File: src/rtl/multi_4bit.sv
// Registered 4x4 unsigned array multiplier: input register, AND/ripple-adder array, output register.
// Define MULTI_4BIT_PIPE_EN to add a register stage after the second adder row (latency 2 instead of 1).
module multi_4bit (
  input  logic       clk,
  input  logic       rst_n,
  input  logic [3:0] A,
  input  logic [3:0] B,
  input  logic       in_valid,
  output logic [7:0] P,
  output logic       out_valid
);

  // One adder row: 4 full adders with rippled carry, carry-out in bit 4.
  function automatic logic [4:0] row_add(input logic [3:0] x, input logic [3:0] y);
    logic       c;
    logic [4:0] r;
    c = 1'b0;
    r = '0;
    for (int i = 0; i < 4; i++) begin
      r[i] = x[i] ^ y[i] ^ c;
      c    = (x[i] & y[i]) | (c & (x[i] ^ y[i]));
    end
    r[4] = c;
    return r;
  endfunction

  logic [3:0] a_q, b_q;
  logic       v_q;
  logic [3:0] pp0, pp1, pp2, pp3;
  logic [4:0] row1, row2, row3;
  logic [2:0] lo2;
  logic [7:0] prod;
  logic       fin_v;

  always_ff @(posedge clk) begin
    if (!rst_n) begin
      a_q <= '0;
      b_q <= '0;
      v_q <= 1'b0;
    end else begin
      a_q <= A;
      b_q <= B;
      v_q <= in_valid;
    end
  end

  assign pp0  = a_q & {4{b_q[0]}};
  assign pp1  = a_q & {4{b_q[1]}};
  assign pp2  = a_q & {4{b_q[2]}};
  assign row1 = row_add({1'b0, pp0[3:1]}, pp1);
  assign row2 = row_add(row1[4:1], pp2);
  assign lo2  = {row2[0], row1[0], pp0[0]};

`ifdef MULTI_4BIT_PIPE_EN
  logic [3:0] s_sum;
  logic [2:0] s_lo;
  logic [3:0] s_a;
  logic       s_b3;
  logic       s_v;

  // Mid-array stage: last row still needs the full multiplicand and B[3].
  always_ff @(posedge clk) begin
    if (!rst_n) begin
      s_sum <= '0;
      s_lo  <= '0;
      s_a   <= '0;
      s_b3  <= 1'b0;
      s_v   <= 1'b0;
    end else begin
      s_sum <= row2[4:1];
      s_lo  <= lo2;
      s_a   <= a_q;
      s_b3  <= b_q[3];
      s_v   <= v_q;
    end
  end

  assign pp3   = s_a & {4{s_b3}};
  assign row3  = row_add(s_sum, pp3);
  assign prod  = {row3, s_lo};
  assign fin_v = s_v;
`else
  assign pp3   = a_q & {4{b_q[3]}};
  assign row3  = row_add(row2[4:1], pp3);
  assign prod  = {row3, lo2};
  assign fin_v = v_q;
`endif

  // P only loads on a valid result so it holds the last product across idle cycles.
  always_ff @(posedge clk) begin
    if (!rst_n) begin
      P         <= '0;
      out_valid <= 1'b0;
    end else begin
      out_valid <= fin_v;
      if (fin_v) P <= prod;
    end
  end

endmodule

File: config.mk
export PLATFORM = sky130hd
export DESIGN_NAME = multi_4bit
export DESIGN_NICKNAME = d
export VERILOG_FILES = /design/src/rtl/multi_4bit.sv
export SDC_FILE = /design/constraint.sdc
export NUM_CORES = 1
export LEC_CHECK = 0
export ABC_AREA = 1
export CORE_AREA = 2 2 49 51
export CTS_CLUSTER_DIAMETER = 40
export DETAILED_ROUTE_END_ITERATION = 16
export DIE_AREA = 0 0 51 53
export PLACE_DENSITY = 0.8
export SLEW_MARGIN = 20
export SYNTH_ARGS = -nofsm -noshare
export SYNTH_HDL_FRONTEND = slang
export SYNTH_SLANG_ARGS = --single-unit
File: constraint.sdc
create_clock -name clk -period 3.8 [get_ports clk]
set_input_delay 0.38 -clock clk [delete_from_list [all_inputs] [get_ports clk]]
set_output_delay 0.38 -clock clk [all_outputs]
set_load 0.02 [all_outputs]
==> results.sh, run 1 <==
export IMPL_grt_start_max_net_pins=19
export IMPL_cap_violations=0
export IMPL_hold_buffers=0
export IMPL_row_count=17
export IMPL_tritoncts="done"
export IMPL_path_class="flip-flop to flip-flop"
export IMPL_synth_cell_types=11
export IMPL_drt_initial_drc_count=11
export IMPL_grt_pass1_wl_mm=2.88
export IMPL_fin_ws_ns=-0.0199
export IMPL_relSlewSlack=0.570
export IMPL_h_tree_depth=1
export IMPL_io_pins=20
export IMPL_ir_drop_mv=0.216
export IMPL_crit_start="a_q[1]"
export IMPL_dr_pass1_iters=4
export IMPL_start_kind="flip-flop"
export IMPL_die_w_um=51
export IMPL_required_ns=4.00
export IMPL_fin_crit_sh=1.01
export IMPL_worstSkewPairLatency_ns=0.29
export IMPL_rr_startpoint="a_q[1]"
export IMPL_syn_area_um2=917
export IMPL_wirelength_mm=1.59
export IMPL_cts_buffer_depth=2
export IMPL_syn_nets=137
export IMPL_area_delta_synth_final_pct=33.3
export IMPL_coreArea_um2=2150
export IMPL_final_common_cell="nand2_1"
export IMPL_grt_usage=0.144
export IMPL_final_util=0.569
export IMPL_dieHeight_um=53
export IMPL_hp_class="flip-flop to flip-flop"
export IMPL_grt_pass1_vias=749
export IMPL_vias=752
export IMPL_gr_total_overflow=0
export IMPL_layout_nets=165
export IMPL_ys_ff_latch=18
export IMPL_mostFrequentLayoutCells="41 x nand2_1, 30 x inv_1, 19 x clkdlybuf4s50_1"
export IMPL_finalClockSkew_ns=0.00327
export IMPL_multi_input_area_um2=428
export IMPL_synth_area_leaders="dfxtp_1 39%, fa_1 17%, nand2_1 17%"
export IMPL_finalSetupViolCount=1
export IMPL_vias_per_cell=4.45
export IMPL_worst_setup_path_end_kind="flip-flop"
export IMPL_max_freq_mhz=262
export IMPL_initial_core_util=0.427
export IMPL_antenna_found_initial=0
export IMPL_failed_checks="setup timing"
export IMPL_hp_start="P[5]"
export IMPL_gp_congestion=0.742
export IMPL_post_drt_wl_per_cell_um=9.43
export IMPL_cp_max_fo=2
export IMPL_netlist_area_leader_share=0.393
export IMPL_tns_ns=-0.0199
export IMPL_worst_pin_slew_ns=0.642
export IMPL_die_area_um2=2700
export IMPL_drive_gt1_frac=0.163
export IMPL_p_leak_nw=0.692
export IMPL_clkTransAtPathRegs_ns=0.10
export IMPL_hpwl_mm=1.28
export IMPL_seq_area_um2=365
export IMPL_diodes=0
export IMPL_report_final_slew_viol_count=0
export IMPL_syn_inst=114
export IMPL_ys_warn_count=0
export IMPL_seq_area_frac_synth=0.393
export IMPL_rsz0062_at_grt="yes"
export IMPL_io_buffers=19
export IMPL_clock_sinks=18
export IMPL_cts_buffers=3
export IMPL_finalCriticalPeriod_ns=3.82
export IMPL_cp_arrival_ns=4.02
export IMPL_syn_avg_cell_area_um2=8.05
export IMPL_place_ws_ns=-0.123
export IMPL_ctsRootBufferMaster="clkbuf_4"
export IMPL_status="complete, but fails checks"
export IMPL_final_antenna_net_count=0
export IMPL_drc=0
export IMPL_hold_viol_final=0
export IMPL_synth_top_cell_by_area="dfxtp_1"
export IMPL_p_per_area_nw_per_um2=300
export IMPL_n_fill_cell=192
cell usage after synthesis, drive strengths merged:
| cell | n |
|---|---|
| fa | 8 |
| nand3 | 8 |
| nand2 | 42 |
| inv | 32 |
| ha | 4 |
| dfxtp | 18 |
| buf | 2 |
per-layer routing:
metal | up-vias | GRT usage | part of all wire
met5 | - | 0 | 0
met2 | 12 | 0.305 | 0.57
met4 | 0 | 0.0541 | 0.016
li1 | 376 | - | -
met3 | 4 | 0.0254 | 0.029
met1 | 360 | 0.133 | 0.38
per-stage QoR:
stage / cells / hold slack (ns) / instance area (um2) / power (mW)
after floorplan: 114 / 0.466 / 935 / 0.229
after global placement: 164 / 0.461 / 1180 / 0.250
after detailed placement: 164 / 0.462 / 1180 / 0.252
after CTS: 169 / 0.481 / 1220 / 0.369
after global routing: 169 / 0.497 / 1220 / 0.383
final: 169 / 0.477 / 1220 / 0.366
final cells by class:
cell class | count | share of cell area
clock buffer | 4 | 0.0297
multi-input combinational | 62 | 0.350
tap | 28 | 0.0287
sequential | 18 | 0.299
timing repair buffer | 25 | 0.192
inverter | 32 | 0.100
where the power goes:
group	switching, mW	internal [mW]
clock	0.0594	0.0584
sequential	0.00482	0.196
combinational	0.0228	0.0244
total	0.0870	0.279
flip-flops by register name, indices dropped and copies added (netlist names):
| register | count |
|---|---|
| a_q | 4 |
| b_q | 4 |
| fin_v | 1 |
| P | 8 |
| out_valid | 1 |
worst max-delay path: stages (launching register included):
cell	delay (ns)
dfxtp_2	0.35
nand2_1	0.05
inv_1	0.05
ha_1	0.14
inv_1	0.05
fa_2	0.33
fa_1	0.50
inv_2	0.04
fa_2	0.34
fa_2	0.52
inv_1	0.05
fa_2	0.35
fa_2	0.34
fa_1	0.49
inv_1	0.04
nand2_1	0.06
nand2_1	0.04
repair_timing:
item	CTS	global route
buffers inserted	1	0
pin swaps	3	2
endpoints found under the setup margin	1	2
gates resized for setup	0	1
final timing paths:
kind,end,slack [ns],cells past startpoint
worst max register to register,P[6],-0.02,16
worst max-delay path,P[6],-0.02,16
worst min register to register,P[5],0.48,2
worst min-delay path,P[5],0.48,2
cells by family (layout without fill, tap and decap cells):
kind of cell | count (synthesis) | in the layout | synth area share
buf+inv | 34 | 61 | 0.154
fa+ha+maj | 12 | 12 | 0.229
flops | 18 | 18 | 0.393
simple gates | 50 | 50 | 0.224
Note: power is estimated with default switching activity, not from simulation.
==> run 2: changes to the inputs <==
--- a/config.mk
+++ b/config.mk
@@ -5,7 +5,7 @@
 export SDC_FILE = /design/constraint.sdc
 export NUM_CORES = 1
 export LEC_CHECK = 0
-export ABC_AREA = 1
+export ABC_AREA = 0
 export CORE_AREA = 2 2 49 51
 export CTS_CLUSTER_DIAMETER = 40
 export DETAILED_ROUTE_END_ITERATION = 16
==> constraint.sdc (replaced) <==
create_clock -name clk -period 3.8 [get_ports clk]
set_input_delay 0.38 -clock clk [delete_from_list [all_inputs] [get_ports clk]]
set_output_delay 0.38 -clock clk [all_outputs]
set_load 0.01 [all_outputs]
==> results.sh, run 2 <==
export IMPL_hold_viol_final=0
export IMPL_ys_warn_count=0
export IMPL_place_ws_ns=-0.119
export IMPL_max_freq_mhz=253
export IMPL_ys_ff_latch=18
export IMPL_clkTransAtPathRegs_ns=0.10
export IMPL_relSlewSlack=0.633
export IMPL_failed_checks="setup timing"
export IMPL_cp_max_fo=2
export IMPL_gr_total_overflow=0
export IMPL_largestRegisters="P: 8 flops, a_q: 4 flops, b_q: 4 flops"
export IMPL_finalClockSkew_ns=0.00549
export IMPL_grt_start_max_net_pins=20
export IMPL_p_clk_frac=0.318
export IMPL_p_int_mw=0.288
export IMPL_ctsRootBufferMaster="clkbuf_4"
export IMPL_start_kind="flip-flop"
export IMPL_cap_violations=0
export IMPL_io_buffers=19
export IMPL_path_class="flip-flop to flip-flop"
export IMPL_p_per_area_nw_per_um2=313
export IMPL_coreArea_um2=2150
export IMPL_finalSetupViolCount=1
export IMPL_die_area_um2=2700
export IMPL_p_leak_nw=0.512
export IMPL_required_ns=4.00
export IMPL_wirelength_mm=1.57
export IMPL_grt_pass1_wl_mm=2.55
export IMPL_netlist_top_cells_count="18 x dfxtp_1, 17 x and2_1, 12 x nand2_1, 8 x fa_1, 8 x inv_1"
export IMPL_dieHeight_um=53
export IMPL_switching_share=0.229
export IMPL_die_w_um=51
export IMPL_cts_buffer_depth=2
export IMPL_syn_nets=106
export IMPL_mostFrequentLayoutCells="19 x clkdlybuf4s50_1, 15 x and2_1, 14 x dfxtp_1"
export IMPL_path_cells="and2_4 -> ha_4 -> inv_2 -> fa_2 -> fa_1 -> inv_2 -> fa_2 -> fa_2 -> fa_1 -> inv_2 -> fa_2 -> fa_2 -> nand2_2 -> o211a_1"
export IMPL_worst_path_max_delay_cell="fa_2"
export IMPL_hpwl_mm=1.17
export IMPL_crit_buf_inv=3
export IMPL_critical_path_top_delay_family="adder cells"
export IMPL_grt_usage=0.131
export IMPL_fin_ws_ns=-0.148
export IMPL_status="complete, but fails checks"
export IMPL_io_pins=20
export IMPL_h_tree_depth=1
export IMPL_vias=648
export IMPL_seq_area_frac_synth=0.401
export IMPL_dr_pass1_iters=5
export IMPL_totalPowerFinal_mw=0.373
export IMPL_synth_flop_cell="dfxtp_1"
export IMPL_largest_register_ffs=8
export IMPL_initial_core_util=0.419
export IMPL_cp_arrival_ns=4.14
export IMPL_post_drt_wl_per_cell_um=11.6
export IMPL_clock_sinks=18
export IMPL_final_antenna_net_count=0
export IMPL_netlist_area_leader_share=0.401
export IMPL_vias_per_cell=4.80
export IMPL_ir_drop_mv=0.234
export IMPL_p_switching_mw=0.0856
export IMPL_synth_cell_types=14
export IMPL_r2r_cells=14
export IMPL_yosysMostFrequentCell="dfxtp_1"
export IMPL_worstSkewPairLatency_ns=0.30
export IMPL_dp_cells=131
export IMPL_finalCriticalPeriod_ns=3.95
export IMPL_hold_ws_ns=0.483
export IMPL_largest_register="P"
export IMPL_area_delta_synth_final_pct=32.7
export IMPL_diodes=0
export IMPL_final_common_cell="clkdlybuf4s50_1"
export IMPL_gp_congestion=0.816
export IMPL_synth_area_leaders="dfxtp_1 40%, fa_1 18%, and2_1 12%"
export IMPL_worst_setup_path_end_kind="flip-flop"
export IMPL_cp_depth=14
export IMPL_seqPwrFrac=0.552
export IMPL_tritoncts="done"
export IMPL_p_comb_frac=0.130
export IMPL_drt_initial_drc_count=13
export IMPL_antenna_found_initial=0
export IMPL_layout_nets=131
export IMPL_rsz0062_at_grt="yes"
export IMPL_syn_avg_cell_area_um2=10.8
export IMPL_n_fill_cell=193
export IMPL_row_count=17
export IMPL_report_final_slew_viol_count=0
export IMPL_syn_area_um2=900
export IMPL_worst_pin_slew_ns=0.550
export IMPL_syn_inst=83
export IMPL_fin_cells=135
export IMPL_drc=0
export IMPL_cts_buffers=3
export IMPL_hp_class="flip-flop to flip-flop"
export IMPL_max_stage_delay_ns=0.53
export IMPL_synth_edf_count=0
export IMPL_synth_top_cell_by_area="dfxtp_1"
export IMPL_grt_pass1_vias=617
export IMPL_drive_gt1_frac=0.252
export IMPL_fin_crit_sh=1.04
export IMPL_min_delay_path_depth=2
export IMPL_ys_async_sr_fraction=0
export IMPL_cpMostUsedCell="fa_2"
run 2: area by class of cell:
type / count / area, um2 / share of cell area
Tap cell: 28 / 35.0 / 0.0294
Clock buffer: 4 / 36.3 / 0.0304
Inverter: 8 / 30.0 / 0.0252
Multi-Input combinational cell: 54 / 507 / 0.425
Timing Repair Buffer: 23 / 220 / 0.184
Sequential cell: 18 / 365 / 0.306
run 2: kinds of logic (layout without fill, tap and decap cells):
| logic type | after synthesis | count (layout) | synth area share |
|---|---|---|---|
| fa+ha+maj | 12 | 12 | 0.234 |
| flops | 18 | 18 | 0.401 |
| buf+inv | 11 | 35 | 0.0751 |
| compound gates | 4 | 4 | 0.0445 |
| mux | 3 | 3 | 0.0334 |
| simple gates | 35 | 35 | 0.213 |
run 2: worst min-delay path: cells and delay by family, from the launching register on:
kind          cells  cell delay, ns
flops             1            0.32
simple gates      2            0.12
run 2: timing repair:
item / 4_1_cts / 5_1_grt
setup buffers: 0 / 0
pin swaps: 1 / 1
hold buffers: 0 / 0
resized for setup: 2 / 9
endpoints found under the setup margin: 1 / 2
run 2: power groups by stage:
stage               logic [mW]  clock network, mW  registers [mW]
floorplan               0.0241                  0           0.209
CTS                     0.0477              0.122           0.206
finish                  0.0487              0.119           0.206
detailed placement      0.0476                  0           0.210
global placement        0.0455                  0           0.210
global route            0.0548              0.130           0.208
run 2: stage by stage:
stage,setup TNS [ns],area (um2),util
2_1_floorplan,0,916,-
3_3_place_gp,-0.0259,1130,0.528
3_5_place_dp,-0.119,1130,0.528
4_1_cts,-0.105,1170,0.545
5_1_grt,-0.258,1190,0.556
6_report,-0.148,1190,0.556
run 2: layer usage:
layer / global-route usage / routed length (um) / vias up / part of all wire
met1: 0.137 / 600 / 321 / 0.38
met5: 0 / 0 / - / 0
met4: 0.0811 / 41 / 0 / 0.026
met3: 0.0254 / 64 / 4 / 0.041
met2: 0.242 / 860 / 15 / 0.55
li1: - / - / 308 / -
run 2: path summary, 6_finish.rpt:
check / slack, ns / startpoint / end
max: -0.15 / a_q[1] / P[6]
min: 0.48 / P[0] / P[0]
max reg2reg: -0.15 / a_q[1] / P[6]
min reg2reg: 0.48 / P[0] / P[0]
